`src/rtl/mantissa_mul_unit_pkg.sv`:
```
// Shared FPU definitions used by the significand multiplier and the multiply
// controller: the handshake FSM state encoding and the exception codes that
// travel alongside a product.
//
// Contents:
//   mul_state_t  IDLE / BUSY / DONE
//   exc_t        3-bit exception code
//   EXC_*        exception code values
package mantissa_mul_unit_pkg;

  typedef enum logic [1:0] {
    IDLE = 2'd0,
    BUSY = 2'd1,
    DONE = 2'd2
  } mul_state_t;

  typedef logic [2:0] exc_t;

  localparam exc_t EXC_NONE    = 3'b000;
  localparam exc_t EXC_ZERO    = 3'b001;
  localparam exc_t EXC_OVF     = 3'b010;
  localparam exc_t EXC_INEXACT = 3'b101;

endpackage

```
`src/rtl/mantissa_mul_unit_if.sv`:
```
// Request/response bundle between a caller and the significand multiplier.
//
// Signals:
//   Multi_datain1  multiplicand significand       (caller -> multiplier)
//   Multi_datain2  multiplier significand         (caller -> multiplier)
//   Multi_valid    request, held until ack seen   (caller -> multiplier)
//   Multi_dataout  2*WIDTH unsigned product       (multiplier -> caller)
//   Multi_Exc      exception code                 (multiplier -> caller)
//   Multi_ack      result-ready acknowledge       (multiplier -> caller)
// Modports: master = caller side, slave = multiplier side.
interface mantissa_mul_unit_if
  import mantissa_mul_unit_pkg::*;
#(
  parameter int WIDTH = 24
) ();

  logic [WIDTH-1:0]   Multi_datain1;
  logic [WIDTH-1:0]   Multi_datain2;
  logic               Multi_valid;
  logic [2*WIDTH-1:0] Multi_dataout;
  exc_t               Multi_Exc;
  logic               Multi_ack;

  modport master (
    output Multi_datain1,
    output Multi_datain2,
    output Multi_valid,
    input  Multi_dataout,
    input  Multi_Exc,
    input  Multi_ack
  );

  modport slave (
    input  Multi_datain1,
    input  Multi_datain2,
    input  Multi_valid,
    output Multi_dataout,
    output Multi_Exc,
    output Multi_ack
  );

endinterface

```
`src/rtl/mantissa_mul_unit_mul_shift_add_step.sv`:
```
// One radix-2 shift-add multiply step, purely combinational.
// Adds the multiplicand into the upper half of the accumulator when the
// current multiplier bit is set (keeping the carry), then shifts right by one.
//
// Ports:
//   acc       accumulator bits [2*WIDTH-1:1]; bit 0 is shifted out by this
//             step, so it is never needed here
//   mcand     multiplicand
//   mbit      current multiplier LSB
//   acc_next  accumulator after the step
module mul_shift_add_step #(
  parameter int WIDTH = 24
) (
  input  logic [2*WIDTH-1:1] acc,
  input  logic [WIDTH-1:0]   mcand,
  input  logic               mbit,
  output logic [2*WIDTH-1:0] acc_next
);

  logic [WIDTH-1:0] addend;
  logic [WIDTH:0]   upper_sum;

  assign addend    = mbit ? mcand : '0;
  assign upper_sum = {1'b0, acc[2*WIDTH-1:WIDTH]} + {1'b0, addend};

  // The carry out of the add becomes the new MSB after the right shift.
  assign acc_next  = {upper_sum, acc[WIDTH-1:1]};

endmodule

```
`src/rtl/mantissa_mul_unit.sv`:
```
// Sequential significand multiplier with a four-phase handshake.
// A request is latched in IDLE, multiplied one bit per cycle in BUSY
// (WIDTH cycles), and the exact 2*WIDTH-bit product is presented in DONE
// with Multi_ack until the caller drops Multi_valid. With EARLY_ZERO set, a
// zero operand skips BUSY and reports EXC_ZERO straight away.
//
// Ports:
//   CLK   clock, rising edge
//   RSTn  synchronous active-low reset
//   bus   request/response bundle (slave side)
//   Busy  high while in BUSY (debug)
module mantissa_mul_unit
  import mantissa_mul_unit_pkg::*;
#(
  parameter int WIDTH      = 24,
  parameter bit EARLY_ZERO = 1'b1
) (
  input  logic                 CLK,
  input  logic                 RSTn,
  mantissa_mul_unit_if.slave   bus,
  output logic                 Busy
);

  localparam int PW = 2 * WIDTH;
  localparam int CW = $clog2(WIDTH + 1);

  mul_state_t       state, state_next;
  logic [PW-1:0]    acc, acc_next, step_acc;
  logic [WIDTH-1:0] mcand, mcand_next;
  logic [WIDTH-1:0] mplier, mplier_next;
  logic [CW-1:0]    count, count_next;
  logic             early_out;

  logic             ack_q, ack_next;
  logic             busy_q, busy_next;
  logic [PW-1:0]    dataout_q, dataout_next;
  exc_t             exc_q, exc_next;

  mul_shift_add_step #(.WIDTH(WIDTH)) u_step (
    .acc      (acc[PW-1:1]),
    .mcand    (mcand),
    .mbit     (mplier[0]),
    .acc_next (step_acc)
  );

  assign early_out = EARLY_ZERO &&
                     ((bus.Multi_datain1 == '0) || (bus.Multi_datain2 == '0));

  // State, datapath and registered outputs.
  always_ff @(posedge CLK) begin
    if (!RSTn) begin
      state     <= IDLE;
      acc       <= '0;
      mcand     <= '0;
      mplier    <= '0;
      count     <= '0;
      ack_q     <= 1'b0;
      busy_q    <= 1'b0;
      dataout_q <= '0;
      exc_q     <= EXC_NONE;
    end else begin
      state     <= state_next;
      acc       <= acc_next;
      mcand     <= mcand_next;
      mplier    <= mplier_next;
      count     <= count_next;
      ack_q     <= ack_next;
      busy_q    <= busy_next;
      dataout_q <= dataout_next;
      exc_q     <= exc_next;
    end
  end

  // Next-state and datapath update. In DONE the accumulator holds the product
  // (early-out loads it with zero), so it doubles as the result register.
  always_comb begin
    state_next  = state;
    acc_next    = acc;
    mcand_next  = mcand;
    mplier_next = mplier;
    count_next  = count;
    case (state)
      IDLE: begin
        if (bus.Multi_valid) begin
          acc_next   = '0;
          count_next = '0;
          if (early_out) begin
            state_next = DONE;
          end else begin
            mcand_next  = bus.Multi_datain1;
            mplier_next = bus.Multi_datain2;
            state_next  = BUSY;
          end
        end
      end
      BUSY: begin
        if (!bus.Multi_valid) begin
          acc_next   = '0;
          count_next = '0;
          state_next = IDLE;
        end else begin
          acc_next    = step_acc;
          mplier_next = mplier >> 1;
          count_next  = count + CW'(1);
          if (count == CW'(WIDTH - 1)) begin
            state_next = DONE;
          end
        end
      end
      DONE: begin
        if (!bus.Multi_valid) begin
          state_next = IDLE;
        end
      end
      default: begin
        state_next = IDLE;
      end
    endcase
  end

  // Output decode feeding the output registers. Ack follows the DONE state by
  // one edge and drops on the same edge the FSM leaves DONE.
  always_comb begin
    ack_next     = (state == DONE) && bus.Multi_valid;
    busy_next    = (state_next == BUSY);
    dataout_next = '0;
    exc_next     = EXC_NONE;
    if (ack_next) begin
      dataout_next = acc;
      exc_next     = (acc == '0) ? EXC_ZERO : EXC_NONE;
    end
  end

  assign bus.Multi_ack     = ack_q;
  assign bus.Multi_dataout = dataout_q;
  assign bus.Multi_Exc     = exc_q;
  assign Busy              = busy_q;

endmodule
```
`src/flat_wrapper.sv`:
```
// flat-port wrapper written by rule: the top's interface ports become plain ports
module mantissa_mul_unit_flat import mantissa_mul_unit_pkg::*;
#(
  parameter int WIDTH      = 24,
  parameter bit EARLY_ZERO = 1'b1
)
  (CLK, RSTn, Busy, bus_Multi_datain1, bus_Multi_datain2, bus_Multi_valid, bus_Multi_dataout, bus_Multi_Exc, bus_Multi_ack);
  mantissa_mul_unit_if #(.WIDTH(WIDTH)) bus_i ();
  input  logic CLK;
  input  logic RSTn;
  output logic Busy;
  input wire logic [$bits(bus_i.Multi_datain1)-1:0] bus_Multi_datain1;
  input wire logic [$bits(bus_i.Multi_datain2)-1:0] bus_Multi_datain2;
  input wire logic [$bits(bus_i.Multi_valid)-1:0] bus_Multi_valid;
  output wire logic [$bits(bus_i.Multi_dataout)-1:0] bus_Multi_dataout;
  output wire logic [$bits(bus_i.Multi_Exc)-1:0] bus_Multi_Exc;
  output wire logic [$bits(bus_i.Multi_ack)-1:0] bus_Multi_ack;
  assign bus_i.Multi_datain1 = bus_Multi_datain1;
  assign bus_i.Multi_datain2 = bus_Multi_datain2;
  assign bus_i.Multi_valid = bus_Multi_valid;
  assign bus_Multi_dataout = bus_i.Multi_dataout;
  assign bus_Multi_Exc = bus_i.Multi_Exc;
  assign bus_Multi_ack = bus_i.Multi_ack;
  mantissa_mul_unit #(.WIDTH(WIDTH), .EARLY_ZERO(EARLY_ZERO)) u_core (.CLK(CLK), .RSTn(RSTn), .bus(bus_i), .Busy(Busy));
endmodule
```
`config.mk`:
```
export PLATFORM = sky130hd
export DESIGN_NAME = mantissa_mul_unit_flat
export DESIGN_NICKNAME = d
export VERILOG_FILES = /design/src/rtl/mantissa_mul_unit_pkg.sv /design/src/rtl/mantissa_mul_unit_if.sv /design/src/rtl/mantissa_mul_unit_mul_shift_add_step.sv /design/src/rtl/mantissa_mul_unit.sv /design/src/flat_wrapper.sv
export SDC_FILE = /design/constraint.sdc
export NUM_CORES = 1
export LEC_CHECK = 0
export ABC_AREA = 1
export BUFFER_PORTS_ARGS = -buffer_cell sky130_fd_sc_hd__buf_2
export CAP_MARGIN = 15
export CORE_MARGIN = 2
export CORE_UTILIZATION = 40
export CTS_CLUSTER_DIAMETER = 80
export DETAILED_ROUTE_END_ITERATION = 8
export RECOVER_POWER = 50
export REMOVE_ABC_BUFFERS = 1
export SYNTH_ARGS = -nofsm -noshare
export SYNTH_HDL_FRONTEND = slang
export SYNTH_SLANG_ARGS = --single-unit
```
`constraint.sdc`:
```
create_clock -name CLK -period 4.2 [get_ports CLK]
set_input_delay 0.21 -clock CLK [delete_from_list [all_inputs] [get_ports CLK]]
set_output_delay 0.21 -clock CLK [all_outputs]
set_load 0.03 [all_outputs]
```
==> results.yml <==
run_status:
  status: "finished, violations left"
  violations: "max-capacitance violations, max-slew violations"
critical_path:
  critPathMaxStageDelay_ns: 0.81
  arrival_ns: 3.10
  crit_slowest_cell: "dfxtp_1"
  path_delay_family: "simple AND/OR/NAND/NOR gates"
  crit_buf_inv: 3
  crit_type: "flip-flop to flip-flop"
  required_ns: 4.57
  cp_common_cell: "nand2_1"
  cp_max_fo: 25
  cp_cell_sequence: "nand2_1 > inv_1 > ha_1 > inv_1 > fa_1 > inv_1 > nand3_1 > nand3_1 > nand2_1 > nand2_1 > nand2_1 > nand2_1 > nand2_1 > nand2_1 > nand2_1 > a21oi_1"
  critPathLaunchType: "flip-flop"
  end_kind: "flip-flop"
timing:
  fin_crit_sh: 0.6493
  setup_tns_ns: 0
  layout_min_cycle_time_ns: 2.727
  skew_ns: 0.01032
  max_slew_margin: -0.01421
  final-hold-violation-count: 0
  rsz0062_at_grt: "no"
  final-max-slew-violation-count: 49
  fin_ws_ns: 1.473
  fmax_mhz: 366.7
  tightest_slew_ns: 1.520
  setup-violations-final: 0
floorplanning:
  die_w_um: 142.1
  core.rowCount: 50
  fp.dieH_um: 142.1
  start_util: 0.4079
  fp.coreArea_mm2: 0.01871
  ios: 104
  dieArea_mm2: 0.02020
clock_network:
  numCtsBuffers: 17
  cts.sinks: 154
  path_clk_slew_ns: 0.07
  htree_levels: 4
  cts_tree: "yes"
  insertion_delay_ns: 0.44
  cts_buffer_depth: 2
  cts_resized: 0
  postCtsSetupRepairBufs: 0
  cts_hold_buf: 0
  cts_root_buffer: "clkbuf_16"
global_route:
  grt_pass1_wl_mm: 32.57
  grt.overflow.total: 0
  antenna_found_initial: 1
  busiest_layer: "met2"
  use_met1: 0.2806
  grt_use_met3: 0.04240
  globalRouteTotalUtil: 0.2030
  grt_start_max_net_pins: 75
  grt_pass1_vias: 6620
  use_met2: 0.3204
flow_run:
  drv_cap: 1
yosys:
  synth_compound_gate_area_share: 0.08888
  synth_mux_area_frac: 0
  yosysWarnings: 0
  synth-seq-area-share: 0.4041
  synth_top_family_by_area: "simple AND/OR/NAND/NOR gates"
  synthXorXnorAreaFrac: 0.001148
  avgSynthCellArea_um2: 6.544
  synth_edf_count: 0
  ys_ff_latch: 154
  yosys.area.top_type: "dfxtp_1"
  synth_area_leaders: "dfxtp_1 40%, nand2_1 19%, a21oi_1 7.9%"
  synth_flop_cell: "dfxtp_1"
  async_flop_share: 0
  synthAdderAreaFrac: 0.04362
  synthCells: 1166
  yosys.area_share.simple: 0.3526
  synth.distinct_cells: 34
  yosysTopAreaCellShare: 0.4041
  syn_area_mm2: 0.007630
finish:
  nNetsFinal: 1323
  area_delta_synth_final_pct: 15.15
  drive_gt1_frac: 0.08102
  multi_input_area_mm2: 0.003717
  final_area_mm2: 0.008786
  ff_latch_area_mm2: 0.003083
  fill_cells: 2000
  antennaDiodeCount: 0
  fin_util: 0.4697
placed_design:
  hpwl_mm: 14.25
  place_congestion: 0.9196
  post-place-ws_ns: 1.482
  io_buffers: 101
  placed_cell_area_mm2: 0.008242
route:
  initialDrtViolationCount: 511
  drt_pass1_iterations: 5
  vias: 7283
  postRouteWirelength_mm: 20.08
  detail-route-antenna-nets: 0
  via_per_inst: 4.878
  wl_per_cell_um: 13.45
  drc: 0
pwr:
  power_uw: 3341
  power.switching_uw: 832.6
  p_leak_uw: 0.003958
  irDropWorstVdd_mv: 0.2696
  p_int_uw: 2508
  switching_share: 0.2492
  combPwrFrac: 0.061
  power_frac_seq: 0.452
  powerDensity_mw_per_mm2: 380.2
  p_clk_frac: 0.487
min_path:
  hp-class: "input port to flip-flop"
cell usage in the layout, fill, tap and decap left out, types with 3 or more instances in the layout:
cell type	count
clkbuf_16	17
or2_2	3
nor2_1	120
bufinv_16	3
dfxtp_1	154
clkinv_4	3
nand2_1	389
nand4_1	12
ha_1	25
nor3_1	7
nor4_1	10
buf_4	5
inv_6	4
buf_2	50
inv_2	4
a21oi_1	121
clkbuf_1	52
nand3_1	85
o21ai_1	7
inv_1	156
nand3b_1	8
per-layer routing:
| layer | wire length (um) | vias to the layer above | share of wire |
|---|---|---|---|
| met5 | 11 | - | 0.00055 |
| met4 | 286 | 2 | 0.014 |
| met3 | 1004 | 26 | 0.050 |
| met2 | 8865 | 186 | 0.44 |
| met1 | 9913 | 3276 | 0.49 |
| li1 | - | 3793 | - |
through the flow:
step / hold slack, ns / instances
floorplan: 0.3275 / 1121
global placement: 0.4437 / 1461
detailed placement: 0.4450 / 1461
CTS: 0.003105 / 1493
global route: 0.02726 / 1493
finish: 0.01744 / 1493
worst reg2reg max path, cell delays in order, from the launching register on:
cell and delay [ns]:
dfxtp_1 0.81, nand2_1 0.13, inv_1 0.08, ha_1 0.18, inv_1 0.06, fa_1 0.41, inv_1 0.12, nand3_1 0.08
nand3_1 0.15, nand2_1 0.07, nand2_1 0.11, nand2_1 0.09, nand2_1 0.09, nand2_1 0.05, nand2_1 0.06, nand2_1 0.04
a21oi_1 0.14
path summary, 6_finish.rpt:
check / startpoint / endpoint / slack (ns) / depth (start not counted)
setup / recovery: u_core.mplier[0]$_SDFFE_PN0P_ / u_core.acc[47]$_SDFFE_PN0P_ / 1.47 / 16
hold reg to reg: u_core.acc[0]$_SDFFE_PN0P_ / u_core.bus.Multi_dataout[0]$_SDFF_PN0_ / 0.46 / 2
hold / removal: RSTn / u_core.acc[26]$_SDFFE_PN0P_ / 0.02 / 2
setup reg to reg: u_core.mplier[0]$_SDFFE_PN0P_ / u_core.acc[47]$_SDFFE_PN0P_ / 1.47 / 16
sequential cells by signal, indices dropped and copies added (netlist names):
signal	cells
u_core.mplier	24
u_core.count	5
u_core.Busy	1
u_core.bus.Multi_Exc	1
u_core.mcand	24
u_core.acc	48
u_core.bus.Multi_dataout	48
u_core.bus.Multi_ack	1
u_core.state	2
logic make-up (layout without fill, tap and decap cells):
logic type	count (synthesis)	after routing
AOI/OAI and AO/OA	134	134
xor gates and xnor gates	1	1
other	1	2
and+or+nand+nor	644	644
DFF	154	154
buffers and inverters	206	298
adders and majority gates	26	26
Yosys cell counts (2+ instances only):
| master | instances |
|---|---|
| inv_2 | 6 |
| ha_1 | 25 |
| nor4_1 | 10 |
| buf_2 | 18 |
| a21oi_1 | 121 |
| o21ai_0 | 2 |
| nand2_1 | 389 |
| dfxtp_1 | 154 |
| nand4_1 | 12 |
| nand3b_1 | 8 |
| clkbuf_1 | 18 |
| nand2_4 | 2 |
| buf_6 | 2 |
| nor2_2 | 5 |
| nand3_1 | 85 |
| inv_1 | 154 |
| or2_2 | 3 |
| buf_4 | 6 |
| nor3_1 | 7 |
| buf_1 | 2 |
| nor2_1 | 118 |
| o21ai_1 | 7 |
layout make-up:
type	instances	share of cell area
well taps	234	0.03332
clock inverters	14	0.02093
flip-flops and latches	154	0.3509
repair buffers	106	0.05454
multi-input cells	807	0.4231
inverters	160	0.06836
clock buffers	18	0.04885
power groups by stage:
stage / sequential (uW) / combinational (uW) / clock, uW
2_1_floorplan: 1540 / 125 / 0
3_3_place_gp: 1540 / 205 / 0
3_5_place_dp: 1540 / 206 / 0
4_1_cts: 1510 / 206 / 1650
5_1_grt: 1510 / 230 / 1720
6_report: 1510 / 205 / 1630
Note: power is estimated with default switching activity, not from simulation.
